File: config.mk
export PLATFORM = sky130hd
export DESIGN_NAME = pwm_clock_gen
export DESIGN_NICKNAME = d
export VERILOG_FILES = /design/src/rtl/pwm_clock_gen.sv
export SDC_FILE = /design/constraint.sdc
export NUM_CORES = 1
export LEC_CHECK = 0
export CAP_MARGIN = 20
export CORE_MARGIN = 5
export CORE_UTILIZATION = 50
export CTS_CLUSTER_DIAMETER = 50
export DETAILED_ROUTE_END_ITERATION = 6
export DONT_BUFFER_PORTS = 1
export PLACE_DENSITY = 0.72
export SKIP_CTS_REPAIR_TIMING = 1
export SYNTH_ARGS = -nofsm -noshare
export SYNTH_HDL_FRONTEND = slang
export SYNTH_SLANG_ARGS = --single-unit
File: constraint.sdc
create_clock -name clk -period 4.8 [get_ports clk]
set_input_delay 0.96 -clock clk [delete_from_list [all_inputs] [get_ports clk]]
set_output_delay 0.96 -clock clk [all_outputs]
set_load 0.05 [all_outputs]
File: src/rtl/pwm_clock_gen.sv
// Multi-channel PWM clock generator: one shared period counter, per-channel high times,
// double-buffered config swapped at period boundaries; every output comes straight from a flop.
module pwm_clock_gen #(
  parameter int CNT_W = 16,
  parameter int NCH   = 2
) (
  input  logic               clk,
  input  logic               rst,
  input  logic               enable,
  input  logic               cfg_wr,
  input  logic [CNT_W-1:0]   cfg_period,
  input  logic [NCH*CNT_W-1:0] cfg_high,
  output logic [NCH-1:0]     clk_out,
  output logic               period_tick,
  output logic               running
);

  typedef enum logic [1:0] {IDLE, RUN, DRAIN} state_t;

  state_t                 state, state_nxt;
  logic [CNT_W-1:0]       cnt, cnt_nxt;
  logic [CNT_W-1:0]       p_pend, p_act, p_act_nxt, p_wr;
  logic [NCH*CNT_W-1:0]   h_pend, h_act, h_act_nxt;
  logic [NCH-1:0]         clk_nxt;
  logic                   wrap;
  logic                   tick_nxt;

  // A zero period would make a 1-cycle clock; clamp to the 2-cycle minimum.
  assign p_wr = (cfg_period == '0) ? CNT_W'(1) : cfg_period;
  assign wrap = (state != IDLE) && (cnt == p_act);

  always_comb begin
    state_nxt = state;
    cnt_nxt   = cnt;
    p_act_nxt = p_act;
    h_act_nxt = h_act;
    unique case (state)
      IDLE: begin
        cnt_nxt   = '0;
        p_act_nxt = p_pend;
        h_act_nxt = h_pend;
        if (enable) state_nxt = RUN;
      end
      RUN: begin
        if (wrap) begin
          cnt_nxt   = '0;
          p_act_nxt = p_pend;
          h_act_nxt = h_pend;
        end else begin
          cnt_nxt = cnt + CNT_W'(1);
        end
        if (!enable) state_nxt = wrap ? IDLE : DRAIN;
      end
      DRAIN: begin
        if (wrap) begin
          cnt_nxt   = '0;
          p_act_nxt = p_pend;
          h_act_nxt = h_pend;
          state_nxt = enable ? RUN : IDLE;
        end else begin
          cnt_nxt = cnt + CNT_W'(1);
        end
      end
      default: begin
        state_nxt = IDLE;
        cnt_nxt   = '0;
      end
    endcase
  end

  // Outputs are decoded from next-state values so the registered copies line up with cnt.
  always_comb begin
    clk_nxt = '0;
    for (int i = 0; i < NCH; i++) begin
      clk_nxt[i] = (state_nxt != IDLE) && (cnt_nxt < h_act_nxt[i*CNT_W +: CNT_W]);
    end
    tick_nxt = (state_nxt != IDLE) && (cnt_nxt == p_act_nxt);
  end

  always_ff @(posedge clk) begin
    if (rst) begin
      state       <= IDLE;
      cnt         <= '0;
      p_pend      <= CNT_W'(1);
      p_act       <= CNT_W'(1);
      h_pend      <= '0;
      h_act       <= '0;
      clk_out     <= '0;
      period_tick <= 1'b0;
      running     <= 1'b0;
    end else begin
      state       <= state_nxt;
      cnt         <= cnt_nxt;
      p_act       <= p_act_nxt;
      h_act       <= h_act_nxt;
      clk_out     <= clk_nxt;
      period_tick <= tick_nxt;
      running     <= (state_nxt != IDLE);
      if (cfg_wr) begin
        p_pend <= p_wr;
        h_pend <= cfg_high;
      end
    end
  end

endmodule

==> key figures <==
Timing
  • RSZ-0062 raised after global routing: false
  • Crit path time final: 4030 ps
  • Relative max-transition margin: 0.429
  • Final setup viols: 0
  • Final Skew: 11.3 ps
  • Actual slew at the worst max-slew pin: 852 ps
  • Pins Over Slew Limit: 0
  • Setup TNS Final: 0 ps
  • F_max: 248 MHz
  • Period utilization: 0.840
  • Final Hold Fails: 0
  • Post-route setup slack: 767 ps

Synth
  • Synth area leader: dfxtp_1
  • Area contributors post-synth: dfxtp_1 44%, mux2i_1 8.7%, nor2_1 8.2%, ha_1 8.1%, a22oi_1 5.8%
  • Synth cell types: 39
  • Ys async rst share: 0
  • Sequential-to-total area share from yosys stat: 0.436
  • Mapped Cells: 580
  • Syn Nets: 667
  • Synth top area share: 0.436
  • Number of synthesized flops with an enable pin: 0
  • Cell Area, Synth: 5420 sq um
  • Syn_area_per_cell: 9.34 sq um
  • Syn. warnings: 0
  • #FFs+latches synth: 118
  • Most used DFF post-synth: dfxtp_1

Clock tree
  • Clk slew on worst S/H paths: 60 ps
  • Sink Count: 118
  • Num CTS Buffers: 17
  • CTS tree: yes
  • Root buffer selected by CTS: clkbuf_8
  • Maximum buffer depth of the clock tree: 2
  • H-tree Lvls: 4
  • Clock latency on the worst-skew pair: 520 ps

Pwr
  • Internal power: 0.00201 W
  • Sw Ratio: 0.245
  • Sw Pwr: 0.000654 W
  • Sequential power share: 0.407
  • Maximum vdd drop: 0.184 mV
  • Pwr dens: 437 nW/um^2
  • Comb power frac: 0.112
  • Clock share of power: 0.481
  • Lkg Pwr: 2.69 nW

Worst setup path
  • R2r endpoint: clk_out[1]
  • Slowest CP cell: or3_4
  • Crit path capture type: flip-flop
  • CP max FO: 32
  • Crit path max-delay family: simple AND/OR/NAND/NOR gates
  • Crit Reg-Reg Startpoint: state[0]
  • Critical setup path kind: reg -> reg
  • Arrival time at the worst endpoint: 4490 ps
  • Flop2flop setup slack: 770 ps
  • Req. time, crit path: 5260 ps
  • Crit path largest cell delay: 450 ps
  • Worst-path cell chain: inv_1 -> ha_1 -> or3_4 -> o21ai_1 -> buf_4 -> nand2_1 -> buf_4 -> a22oi_1 -> ha_1 -> a21o_1 -> a21oi_1 -> nor2b_1 -> o21ai_0 -> nand2b_1 -> a21oi_1 -> nor2b_1 -> o21ai_0 -> and4_1
  • R2r worst-path depth: 18
  • WP buf/inv: 3
  • Worst setup SP type: flip-flop

Detailed routing
  • TritonRoute pass-1 iters: 6
  • Post-DRT Antenna Nets: 0
  • Post-Route WL: 12400 um
  • Initial drt markers: 322
  • Vias per inst: 5.63
  • # DRC: 0
  • Vias: 4074
  • Drt wl/cell: 17.2 um

GRT
  • Largest net degree at the start of global routing: 116
  • Global-route usage over all layers: 0.203
  • Overflow after GRT: 0
  • Antenna violations before repair: 0
  • First-pass GRT wire length: 20800 um
  • Vias in the first global route: 4151

Floorplanning
  • Die extent in x: 114 um
  • Chip Height: 114 um
  • Core Footprint: 10700 sq um
  • I/O pin count: 56
  • Initial Utilization: 0.504
  • Row cnt: 38
  • Die area: 13000 sq um

Hold path
  • Hold crit path type: reg -> reg
  • Hold endpoint: p_pend[11]
  • Hold Crit Depth: 2
  • Hold path start: p_pend[11]

Final layout
  • Share of cells above drive strength 1: 0.0789
  • Final #Nets: 660
  • Most frequent cells in the layout: 119 x nor2_1, 118 x dfxtp_1, 47 x mux2i_1, 42 x a22oi_1, 35 x ha_1
  • Fillers: 978
  • Most common cell after layout, fill and taps aside: nor2_1
  • Number of diodes: 0
  • Layout area overhead: 12.7%

Flow run
  • Maxcap violations: 0

Placed design
  • Pre-CTS setup slack: 807 ps
  • Port Buffers: 0
  • Detail Placement HPWL: 8960 um
  • Final GP Congestion: 0.910

Run status
  • Outcome: finished, final reports clean
[per-stage QoR]
stage	cells	util	area, sq um	power (W)	hold slack, ps
after detailed placement	694	0.512	5500	0.00140	493
after global placement	694	0.512	5500	0.00139	485
after global routing	723	0.568	6100	0.00278	481
final	723	0.568	6100	0.00267	503
after CTS	723	0.568	6100	0.00269	489
after floorplan	580	-	5420	0.00135	460
[cell families (layout without fill, tap and decap cells)]
| logic type | Yosys count | count (layout) | share of synthesized area |
|---|---|---|---|
| compound gates | 87 | 87 | 0.115 |
| simple gates | 199 | 199 | 0.172 |
| fa+ha+maj | 35 | 35 | 0.0809 |
| buf+inv | 48 | 51 | 0.0342 |
| flops | 118 | 118 | 0.436 |
| mux | 48 | 48 | 0.0889 |
| xor+xnor | 45 | 45 | 0.0728 |
[state kept, by name, indices dropped and copies added, names as in the netlist]
| register | flops |
|---|---|
| running | 1 |
| p_pend | 16 |
| p_act | 16 |
| period_tick | 1 |
| clk_out | 2 |
| state | 2 |
| h_pend | 32 |
| h_act | 32 |
| cnt | 16 |
[per-layer routing]
metal  part of all wire  GRT usage  wire length, um  up-vias
met1               0.46      0.263             5750     1950
met4              0.023     0.0950              288        0
li1                   -          -                -     2006
met2               0.47      0.314             5810       93
met5                  0          0                0        -
met3              0.046     0.0560              574       25
[cells in the mapped netlist, drive strengths merged (2+ instances only)]
master and instances:
xnor2 19, inv 18, a21o 8, and4 2
or3 2, o21ai 11, nand4 12, a21oi 16
ha 35, or2 7, nand2b 7, clkbuf 23
a22oi 42, nand3 9, xor2 26, nor3 12
buf 7, and3 3, nand2 12, dfxtp 118
nor2 119, nor2b 4, nor4 9, a32oi 5
mux2i 47
[worst max path at each step]
stage	startpoint	end	slack (ps)	cells past startpoint
2_1_floorplan	state[0]	clk_out[1]	1250	18
3_3_place_gp	state[0]	clk_out[0]	1020	18
3_5_place_dp	state[0]	clk_out[1]	810	18
4_1_cts	state[0]	clk_out[1]	790	18
5_1_grt	state[0]	clk_out[0]	380	18
6_report	state[0]	clk_out[1]	770	18
[worst reg2reg max path: stages (launching register included)]
cell	delay, ps
dfxtp_1	380
inv_1	100
ha_1	270
or3_4	450
o21ai_1	150
buf_4	250
nand2_1	310
buf_4	350
a22oi_1	300
ha_1	290
a21o_1	160
a21oi_1	140
nor2b_1	60
o21ai_0	140
nand2b_1	90
a21oi_1	160
nor2b_1	60
o21ai_0	140
and4_1	200
[layout make-up]
class,instances,area (sq um),area share
multi-input combinational,414,2870,0.470
sequential,118,2360,0.387
clock buffer,20,445,0.0730
tap,140,175,0.0287
clock inverter,9,153,0.0250
inverter,18,67.6,0.0111
timing repair buffer,4,30.0,0.00492
[power by group through the flow]
stage	clock network [W]	registers, W	logic [W]
CTS	0.00130	0.00109	0.000297
global placement	0	0.00110	0.000283
global route	0.00136	0.00109	0.000332
detailed placement	0	0.00111	0.000296
finish	0.00128	0.00109	0.000298
floorplan	0	0.00109	0.000255
Power figures use the tool's default switching activity.
